`config.mk`:
```
export PLATFORM = sky130hd
export DESIGN_NAME = mult_accumulator
export DESIGN_NICKNAME = d
export VERILOG_FILES = /design/src/rtl/mult_pkg.sv /design/src/rtl/mult_accumulator_acc_adder.sv /design/src/rtl/mult_accumulator.sv
export SDC_FILE = /design/constraint.sdc
export NUM_CORES = 1
export LEC_CHECK = 0
export CAP_MARGIN = 5
export CORE_AREA = 2 2 94 96
export CTS_CLUSTER_DIAMETER = 50
export CTS_CLUSTER_SIZE = 8
export DETAILED_ROUTE_END_ITERATION = 10
export DIE_AREA = 0 0 96 98
export GPL_TIMING_DRIVEN = 0
export PLACE_DENSITY = 0.77
export SYNTH_ARGS = -nofsm -noshare
export SYNTH_HDL_FRONTEND = slang
export SYNTH_SLANG_ARGS = --single-unit
```
`constraint.sdc`:
```
create_clock -name clk -period 4.9 [get_ports clk]
set_clock_uncertainty 0.2 [all_clocks]
set_input_delay 1.225 -clock clk [delete_from_list [all_inputs] [get_ports clk]]
set_output_delay 1.225 -clock clk [all_outputs]
set_load 0.05 [all_outputs]
```
`src/rtl/mult_pkg.sv`:
```
// mult_pkg: shared types and defaults for the MAC datapath.
//   acc_state_t  - accumulator FSM state encoding
//   PROD_W_DEF   - default product width (multiplier result width)
//   ACC_W_DEF    - default accumulator width
//   prod_word_t  - product word shared with the multiplier
package mult_pkg;

  localparam int PROD_W_DEF = 32;
  localparam int ACC_W_DEF  = 40;

  typedef logic [PROD_W_DEF-1:0] prod_word_t;

  typedef enum logic [1:0] {
    IDLE  = 2'd0,
    ACCUM = 2'd1,
    HOLD  = 2'd2
  } acc_state_t;

endpackage

```
`src/rtl/mult_accumulator_acc_adder.sv`:
```
// acc_adder: combinational accumulator adder.
//   acc_i   [ACC_W]  current accumulator
//   prod_i  [PROD_W] unsigned product, zero-extended before the add
//   sum_o   [ACC_W]  next accumulator value
//   carry_o          carry out of bit ACC_W-1
// Build option: MULT_ACC_SAT_EN clamps sum_o to all-ones on carry;
// otherwise the sum wraps modulo 2^ACC_W.
module acc_adder #(
  parameter int PROD_W = 32,
  parameter int ACC_W  = 40
) (
  input  logic [ACC_W-1:0]  acc_i,
  input  logic [PROD_W-1:0] prod_i,
  output logic [ACC_W-1:0]  sum_o,
  output logic              carry_o
);

  logic [ACC_W:0] full_sum;

  assign full_sum = {1'b0, acc_i} + {{(ACC_W+1-PROD_W){1'b0}}, prod_i};
  assign carry_o  = full_sum[ACC_W];

`ifdef MULT_ACC_SAT_EN
  // Once saturated, every further non-zero add carries again, so the
  // value sticks at all-ones for the rest of the block.
  assign sum_o = carry_o ? {ACC_W{1'b1}} : full_sum[ACC_W-1:0];
`else
  assign sum_o = full_sum[ACC_W-1:0];
`endif

endmodule

```
`src/rtl/mult_accumulator.sv`:
```
// mult_accumulator: sums a block of LEN unsigned products and presents
// the block sum over a valid/ready handshake.
//   clk, reset (async active-low), clear (sync abort)
//   start/len       - block request, sampled only in IDLE
//   prod_valid/prod_data/prod_ready - product input handshake
//   sum_valid/sum_data/sum_ready    - block sum output handshake
//   busy            - state != IDLE
//   overflow        - sticky carry-out flag for the current block
// Build option: MULT_ACC_SAT_EN (saturating accumulate, see acc_adder).
//
// state | meaning
// IDLE  | waiting for start
// ACCUM | accepting products, count holds products still expected
// HOLD  | sum_data valid, waiting for sum_ready
module mult_accumulator
  import mult_pkg::*;
#(
  parameter int PROD_W  = PROD_W_DEF,
  parameter int ACC_W   = ACC_W_DEF,
  parameter int MAX_LEN = 16,
  localparam int CNT_W  = $clog2(MAX_LEN + 1)
) (
  input  logic              clk,
  input  logic              reset,
  input  logic              clear,
  input  logic              start,
  input  logic [CNT_W-1:0]  len,
  input  logic              prod_valid,
  input  logic [PROD_W-1:0] prod_data,
  output logic              prod_ready,
  output logic              sum_valid,
  output logic [ACC_W-1:0]  sum_data,
  input  logic              sum_ready,
  output logic              busy,
  output logic              overflow
);

  acc_state_t       state_q;
  logic [ACC_W-1:0] acc_q;
  logic [ACC_W-1:0] acc_d;
  logic [CNT_W-1:0] count_q;
  logic [CNT_W-1:0] count_d;
  logic             carry_d;
  logic             ovf_q;
  logic             prod_ready_q;
  logic             sum_valid_q;
  logic             busy_q;

  acc_adder #(
    .PROD_W (PROD_W),
    .ACC_W  (ACC_W)
  ) u_adder (
    .acc_i   (acc_q),
    .prod_i  (prod_data),
    .sum_o   (acc_d),
    .carry_o (carry_d)
  );

  // Block length as loaded on start; oversize requests clamp to MAX_LEN.
  assign count_d = (len > CNT_W'(MAX_LEN)) ? CNT_W'(MAX_LEN) : len;

  always_ff @(posedge clk or negedge reset) begin
    if (!reset) begin
      state_q      <= IDLE;
      acc_q        <= '0;
      count_q      <= '0;
      ovf_q        <= 1'b0;
      prod_ready_q <= 1'b0;
      sum_valid_q  <= 1'b0;
      busy_q       <= 1'b0;
    end else if (clear) begin
      // Any handshake coinciding with clear is dropped.
      state_q      <= IDLE;
      acc_q        <= '0;
      count_q      <= '0;
      ovf_q        <= 1'b0;
      prod_ready_q <= 1'b0;
      sum_valid_q  <= 1'b0;
      busy_q       <= 1'b0;
    end else begin
      case (state_q)
        IDLE: begin
          if (start) begin
            acc_q  <= '0;
            ovf_q  <= 1'b0;
            busy_q <= 1'b1;
            if (len == '0) begin
              state_q     <= HOLD;
              sum_valid_q <= 1'b1;
            end else begin
              state_q      <= ACCUM;
              count_q      <= count_d;
              prod_ready_q <= 1'b1;
            end
          end
        end
        ACCUM: begin
          // prod_ready is always high in ACCUM, so prod_valid alone is the handshake.
          if (prod_valid) begin
            acc_q   <= acc_d;
            ovf_q   <= ovf_q | carry_d;
            count_q <= count_q - CNT_W'(1);
            if (count_q == CNT_W'(1)) begin
              state_q      <= HOLD;
              prod_ready_q <= 1'b0;
              sum_valid_q  <= 1'b1;
            end
          end
        end
        HOLD: begin
          if (sum_ready) begin
            state_q     <= IDLE;
            sum_valid_q <= 1'b0;
            busy_q      <= 1'b0;
          end
        end
        default: begin
          state_q      <= IDLE;
          prod_ready_q <= 1'b0;
          sum_valid_q  <= 1'b0;
          busy_q       <= 1'b0;
        end
      endcase
    end
  end

  assign prod_ready = prod_ready_q;
  assign sum_valid  = sum_valid_q;
  assign sum_data   = acc_q;
  assign busy       = busy_q;
  assign overflow   = ovf_q;

endmodule

```
==> summary.txt, run 1 <==
Status: completed
WL per Instance: 16.1 um
Area grow syn2layout: 27.4%
Largest net degree at the start of global routing: 34
Final Hold Fails: 0
Min Tclk post-route: 3990 ps
Area post-placement: 5080 um^2
Syn_area_per_cell: 8.58 um^2
Synth top cells by count: nand2_1 (58), dfrtp_1 (51), o21ai_0 (45)
CTS tree: yes
XOR/XNOR Fraction of Synth Area: 0.0603
Class of the worst hold path: reg2reg
Max capacitance violation total: 0
CTS Root Buffer Type: clkbuf_8
Routability cong.: 0.914
Synth Area in Compound Gates: 0.295
Die width: 96 um
CTS H-tree depth: 2
Row Count: 34
Pre-antenna DRT Iters: 5
Cts hold-fix bufs: 0
Top cells by area, synth: dfrtp_1 (31%), ha_1 (10%), o21ai_0 (5.5%)
DRC violations left: 0
Vias per std cell: 5.84
Inserted Clock Buffers: 5
Nets@finish: 646
EDFF count, synth: 0
Cell taking the most area after synthesis: dfrtp_1
Mux contribution to synthesized area: 0.00523
RSZ-0062 raised after global routing: false
Post-route design area: 5180 um^2
Initial Utilization: 0.480
Pwr Density: 242 nW/um^2
Vias in the first global route: 3780
CTS-repair resized insts: 0
Max VDD drop: 0.000159 V
Share of cells above drive strength 1: 0.0773
Crit Path Class: in2reg
Largest family of logic cells by synthesized area: compound AO/OA/AOI/OAI gates
Peak Freq: 251 MHz
I/O Pins: 87
Crit path required time: 4910 ps
Worst skew pair latency: 310 ps
Simple-gate share of the synthesized area: 0.170
Top FF cell, synth: dfrtp_1
Core area: 8470 um^2
Hold slack final: 304 ps
Clk sink count: 51
Post-Syn Nets: 552
Fin util: 0.612
Post-synthesis sequential area ratio: 0.314
Ant. Diodes: 0
Routed WL: 10900 um
Via count: 3951
CP peak stage delay: 420 ps
Mapped Area: 4070 um^2
Critical path arrival: 4000 ps
Static Leak: 2.24 nW
Die Span Y: 98 um
Final setup vio count: 0
Async set-reset flop share out of synthesis: 1.00
Setup WS post-layout: 914 ps
Worst slew margin: 0.351
Worst path slowest cell: clkdlybuf4s50_1
Seq cells post-synth: 51
Remaining antenna violation count after routing: 0
Synth top area share: 0.314
Initial antenna violation count: 0
Crit path launch type: primary input
Final HPWL DP: 8250 um
Fillcell total: 763
All-layer global routing usage: 0.235
Crit. End Element: flip-flop
Most common cell in the netlist: nand2_1
Die ar.: 9410 um^2
Total negative slack: 0 ps
Max Buffers Root-to-Sink: 2
First-pass GRT wire length: 17800 um
Placement Setup Slack: 644 ps
Post-Synth Adder-Cell Area: 0.110
Cells after synthesis: 474
Crit path max fanout: 9
IO Port Bufs: 86
Period utilization: 0.813
YS warnings: 0
Slew Limit Fails: 0
Library cells used by synthesis: 73
Slew @ Worst Pin: 960 ps
DR iter-0 viols: 172
Setup repair bufs after CTS: 0
Clock transition at the registers of the reported paths: 100 ps
Gr ovfl total: 0
CP Cell Sequence: clkdlybuf4s50_1 -> ha_1 -> fa_1 -> nand3_1 -> nand2_1 -> a21boi_1 -> o31ai_4 -> a21boi_2 -> o21ai_2 -> and4_1 -> a211o_1
-- area by class of cell --
cell class	count	area [um^2]	share of cell area
sequential	51	1280	0.246
timing repair buffer	87	876	0.169
clock inverter	1	7.51	0.00145
tap	108	135	0.0261
inverter	13	48.8	0.00942
buffer	23	136	0.0263
clock buffer	7	96.3	0.0186
multi-input combinational	387	2600	0.503
-- cell usage in the layout (no fill, tap or decap), drive strengths merged, types with 3 or more instances in the layout --
cell type,n
o21ai,52
nand2,59
nor3,5
or2,4
xnor2,18
dfrtp,51
clkdlybuf4s50,85
nor2b,3
inv,13
a21oi,41
a21o,14
a31oi,11
nand4,9
nand3,14
a22o,8
clkbuf,20
o31ai,8
and3,4
o21a,5
buf,11
o21bai,6
a21boi,4
ha,34
a31o,3
o211ai,3
nor2,34
xor2,10
-- cells by family after synthesis --
| kind of cell | count (synthesis) |
|---|---|
| AOI/OAI and AO/OA | 177 |
| muxes | 2 |
| xor gates and xnor gates | 28 |
| DFF | 51 |
| adders and majority gates | 35 |
| buffers and inverters | 36 |
| and+or+nand+nor | 145 |
-- report_power, final --
| part | internal [mW] | switching, mW |
|---|---|---|
| clock network | 0.129 | 0.155 |
| registers | 0.449 | 0.0265 |
| logic | 0.195 | 0.300 |
-- stage by stage --
| stage | instances | total power, mW |
|---|---|---|
| 3_3_place_gp | 668 | 0.962 |
| 6_report | 677 | 1.25 |
| 4_1_cts | 677 | 1.26 |
| 3_5_place_dp | 669 | 0.973 |
| 5_1_grt | 677 | 1.32 |
| 2_1_floorplan | 474 | 0.815 |
-- critical path: cells and delay by family --
family / cells / cell delay (ps)
fa+ha+maj: 2 / 650
simple gates: 3 / 430
buf+inv: 1 / 420
compound gates: 5 / 1270
-- sequential cells by signal (all words and copies together), names as in the netlist --
name and count:
sum_valid 1, count_q 5, prod_ready 1, sum_data 40
state_q 2, overflow 1, busy 1
-- path summary, 6_finish.rpt --
check                                         from                  endpoint  slack [ps]  cells after the start
max in group asynchronous                    reset    count_q[4]$_DFFE_PN0P_        3300                      2
hold / removal               sum_valid$_DFFE_PN0P_     sum_valid$_DFFE_PN0P_         300                      1
setup / recovery                      prod_data[0]  sum_data[38]$_DFFE_PN0P_         910                     11
setup reg to reg           sum_data[0]$_DFFE_PN0P_  sum_data[38]$_DFFE_PN0P_        1840                     10
min in group asynchronous                    reset   sum_data[6]$_DFFE_PN0P_         650                      1
hold reg to reg              sum_valid$_DFFE_PN0P_     sum_valid$_DFFE_PN0P_         300                      1
-- metal layers --
layer	vias to the layer above	part of all wire	global-route usage
met5	-	0	0
met4	0	0.012	0.0484
met3	14	0.058	0.0440
met2	123	0.49	0.388
met1	1874	0.44	0.321
li1	1940	-	-
(Power assumes the default switching activity.)
==> inputs of run 2 (changes only) <==
--- a/config.mk
+++ b/config.mk
@@ -6,13 +6,13 @@
 export NUM_CORES = 1
 export LEC_CHECK = 0
 export CAP_MARGIN = 5
-export CORE_AREA = 2 2 94 96
+export CORE_AREA = 2 2 97 99
 export CTS_CLUSTER_DIAMETER = 50
 export CTS_CLUSTER_SIZE = 8
 export DETAILED_ROUTE_END_ITERATION = 10
-export DIE_AREA = 0 0 96 98
+export DIE_AREA = 0 0 99 101
 export GPL_TIMING_DRIVEN = 0
-export PLACE_DENSITY = 0.77
+export PLACE_DENSITY = 0.76
 export SYNTH_ARGS = -nofsm -noshare
 export SYNTH_HDL_FRONTEND = slang
 export SYNTH_SLANG_ARGS = --single-unit
==> constraint.sdc (replaced) <==
create_clock -name clk -period 3.35 [get_ports clk]
set_clock_uncertainty 0.2 [all_clocks]
set_input_delay 0.8375 -clock clk [delete_from_list [all_inputs] [get_ports clk]]
set_output_delay 0.8375 -clock clk [all_outputs]
set_load 0.05 [all_outputs]
==> run 2 against run 1 <==
Net effect:
- cell count grew 1.5%
- setup slack lost 850 ps
- count of clock-buffer cells in the layout shrank 1
- design area grew 2.6%
- wire length grew 2.3%
- flip-flop and latch count is the same
- largest cell class unchanged
- critical endpoint is now sum_data[39]$_DFFE_PN0P_
- power grew 50%
- sequential share of layout area shrank 0.63 points
- clock power grew 54%
- die area grew 6.3%
- utilization shrank 2.0 points
==> summary.txt, run 2 (same netlist as run 1, synthesis figures left out) <==
Min Tclk post-route: 3290 ps
WL per Instance: 16.2 um (+0.85%)
Row Count: 35 (+2.9%)
Vias per std cell: 5.79 (-0.76%)
Crit path max fanout: 8 (-1)
Cts hold-fix bufs: 0 (unchanged)
Crit path required time: 3370 ps (-1540 ps)
DRC violations left: 0 (unchanged)
CP bufs+invs: 1 (unchanged)
Die ar.: 10000 um^2 (+6.3%)
CTS Root Buffer Type: clkbuf_8
Clock transition at the registers of the reported paths: 100 ps (about the same)
Slew @ Worst Pin: 991 ps (+31.2 ps)
Worst path top cell family by delay: simple AND/OR/NAND/NOR gates
Worst skew pair latency: 310 ps (about the same)
Remaining antenna violation count after routing: 0 (unchanged)
DR iter-0 viols: 146 (-15%)
Worst path slowest cell: clkdlybuf4s50_1
Hold slack final: 293 ps (-10.9 ps)
Pwr Density: 354 nW/um^2 (+46%)
Inserted Clock Buffers: 5 (unchanged)
CTS tree: yes
DP Cell Count: 672 (+0.45%)
Clk sink count: 51 (unchanged)
CP peak stage delay: 420 ps (about the same)
Area post-placement: 5080 um^2 (about the same)
First-pass GRT wire length: 17500 um (-1.9%)
Final Hold Fails: 0 (unchanged)
Critical path arrival: 3300 ps (-700 ps)
Static Leak: 2.29 nW (+2.0%)
Final cell count without fillers: 687 (+1.5%)
Commonest cells after routing, fill and taps aside: clkdlybuf4s50_1 (85), nand2_1 (57), dfrtp_1 (51)
Post-route design area: 5320 um^2 (+2.6%)
Commonest non-fill, non-tap cell in the layout: clkdlybuf4s50_1
Initial Utilization: 0.453 (-0.0274)
Via count: 3979 (+0.71%)
Max reg flops: 40 (unchanged)
Fillcell total: 782 (+2.5%)
Max VDD drop: 0.000186 V (+17%)
Routability cong.: 0.884 (-3.2%)
Nets@finish: 654 (+1.2%)
Die width: 99 um (+3.1%)
IO Port Bufs: 86 (unchanged)
Vias in the first global route: 3774 (-0.16%)
Final setup vio count: 0 (unchanged)
Footprint of the multi-input gates: 2670 um^2 (+2.7%)
All-layer global routing usage: 0.214 (-0.0212)
Share of cells above drive strength 1: 0.113 (+0.0355)
Class of the worst hold path: in2async
Routed WL: 11100 um (+2.3%)
I/O Pins: 87 (unchanged)
Core area: 8980 um^2 (+6.0%)
Initial antenna violation count: 0 (unchanged)
Area grow syn2layout: 30.7%
Gr ovfl total: 0 (unchanged)
Ant. Diodes: 0 (unchanged)
CP Cell Sequence: clkdlybuf4s50_1 -> ha_2 -> nand2_1 -> or3_4 -> or2_0 -> o32ai_2 -> o2111ai_2 -> nand2_4 -> nand3_1 -> o311ai_2
Pre-antenna DRT Iters: 5 (unchanged)
Status: completed
Crit path launch type: primary input
Max capacitance violation total: 0 (unchanged)
Crit. End Element: flip-flop
Period utilization: 0.982
FF/Latch Area: 1280 um^2 (unchanged)
Worst slew margin: 0.330 (-0.0211)
Die Span Y: 101 um (+3.1%)
Peak Freq: 304 MHz
CTS H-tree depth: 2 (unchanged)
Crit Path Class: in2reg
Slew Limit Fails: 0 (unchanged)
Final HPWL DP: 8370 um (+1.4%)
Max Buffers Root-to-Sink: 2 (unchanged)
Largest net degree at the start of global routing: 32 (-5.9%)
## run 2: cell count changes in the layout (fill, tap and decap cells not counted), moves of 2 or more
cell / change
ha_1: -5
a21oi_2: +4
o21ai_0: -2
ha_2: +5
clkbuf_8: -2
o21ai_1: +2
buf_4: +8
a21boi_1: -2
a21oi_1: -4
## run 2: timing repair
| action | CTS | global route |
|---|---|---|
| resized for setup | 3 | 18 |
| buffers inserted | 0 | 8 |
| hold endpoints to repair | 0 | 0 |
| pin swaps | 1 | 16 |
| setup endpoints to repair | 7 | 12 |
| gates cloned | 0 | 1 |
## run 2: metal layers
metal,global-route usage,wire length [um],vias up
li1,-,-,1953
met1,0.267,4930,1905
met2,0.386,5490,110
met3,0.0402,632,11
met4,0.0464,98,0
met5,0,0,-
## run 2: cell type report
| type | count | share of cell area |
|---|---|---|
| Multi-Input combinational cell | 388 | 0.503 |
| Buffer | 22 | 0.0261 |
| Inverter | 13 | 0.00918 |
| Sequential cell | 51 | 0.240 |
| Timing Repair Buffer | 95 | 0.176 |
| Clock inverter | 1 | 0.00565 |
| Tap cell | 111 | 0.0261 |
| Clock buffer | 6 | 0.0137 |
## run 2: worst paths after layout
kind                                     startpoint                  endpoint  slack [ps]  depth (start not counted)
max                                   prod_data[19]  sum_data[39]$_DFFE_PN0P_          60                         10
min                                           reset     sum_valid$_DFFE_PN0P_         290                          1
max reg2reg                sum_data[19]$_DFFE_PN0P_  sum_data[39]$_DFFE_PN0P_         540                          9
min reg2reg                        busy$_DFFE_PN0P_          busy$_DFFE_PN0P_         300                          1
max in group asynchronous                     reset  sum_data[24]$_DFFE_PN0P_        2110                          2
min in group clk                   busy$_DFFE_PN0P_          busy$_DFFE_PN0P_         300                          1
## run 2: power by group
group          switching (mW)  internal [mW]
Combinational           0.447          0.304
Sequential             0.0388          0.657
Clock                   0.218          0.220
## run 2: per-stage QoR
stage | util | worst slack, ps | setup TNS, ps | total power [mW]
after floorplan | - | 249 | 0 | 1.19
after global placement | 0.564 | -497 | -24730 | 1.41
after detailed placement | 0.566 | -503 | -5370 | 1.42
after CTS | 0.579 | 3.93 | 0 | 1.86
after global routing | 0.592 | -5.04 | -6.05 | 1.99
final | 0.592 | 61.6 | 0 | 1.88
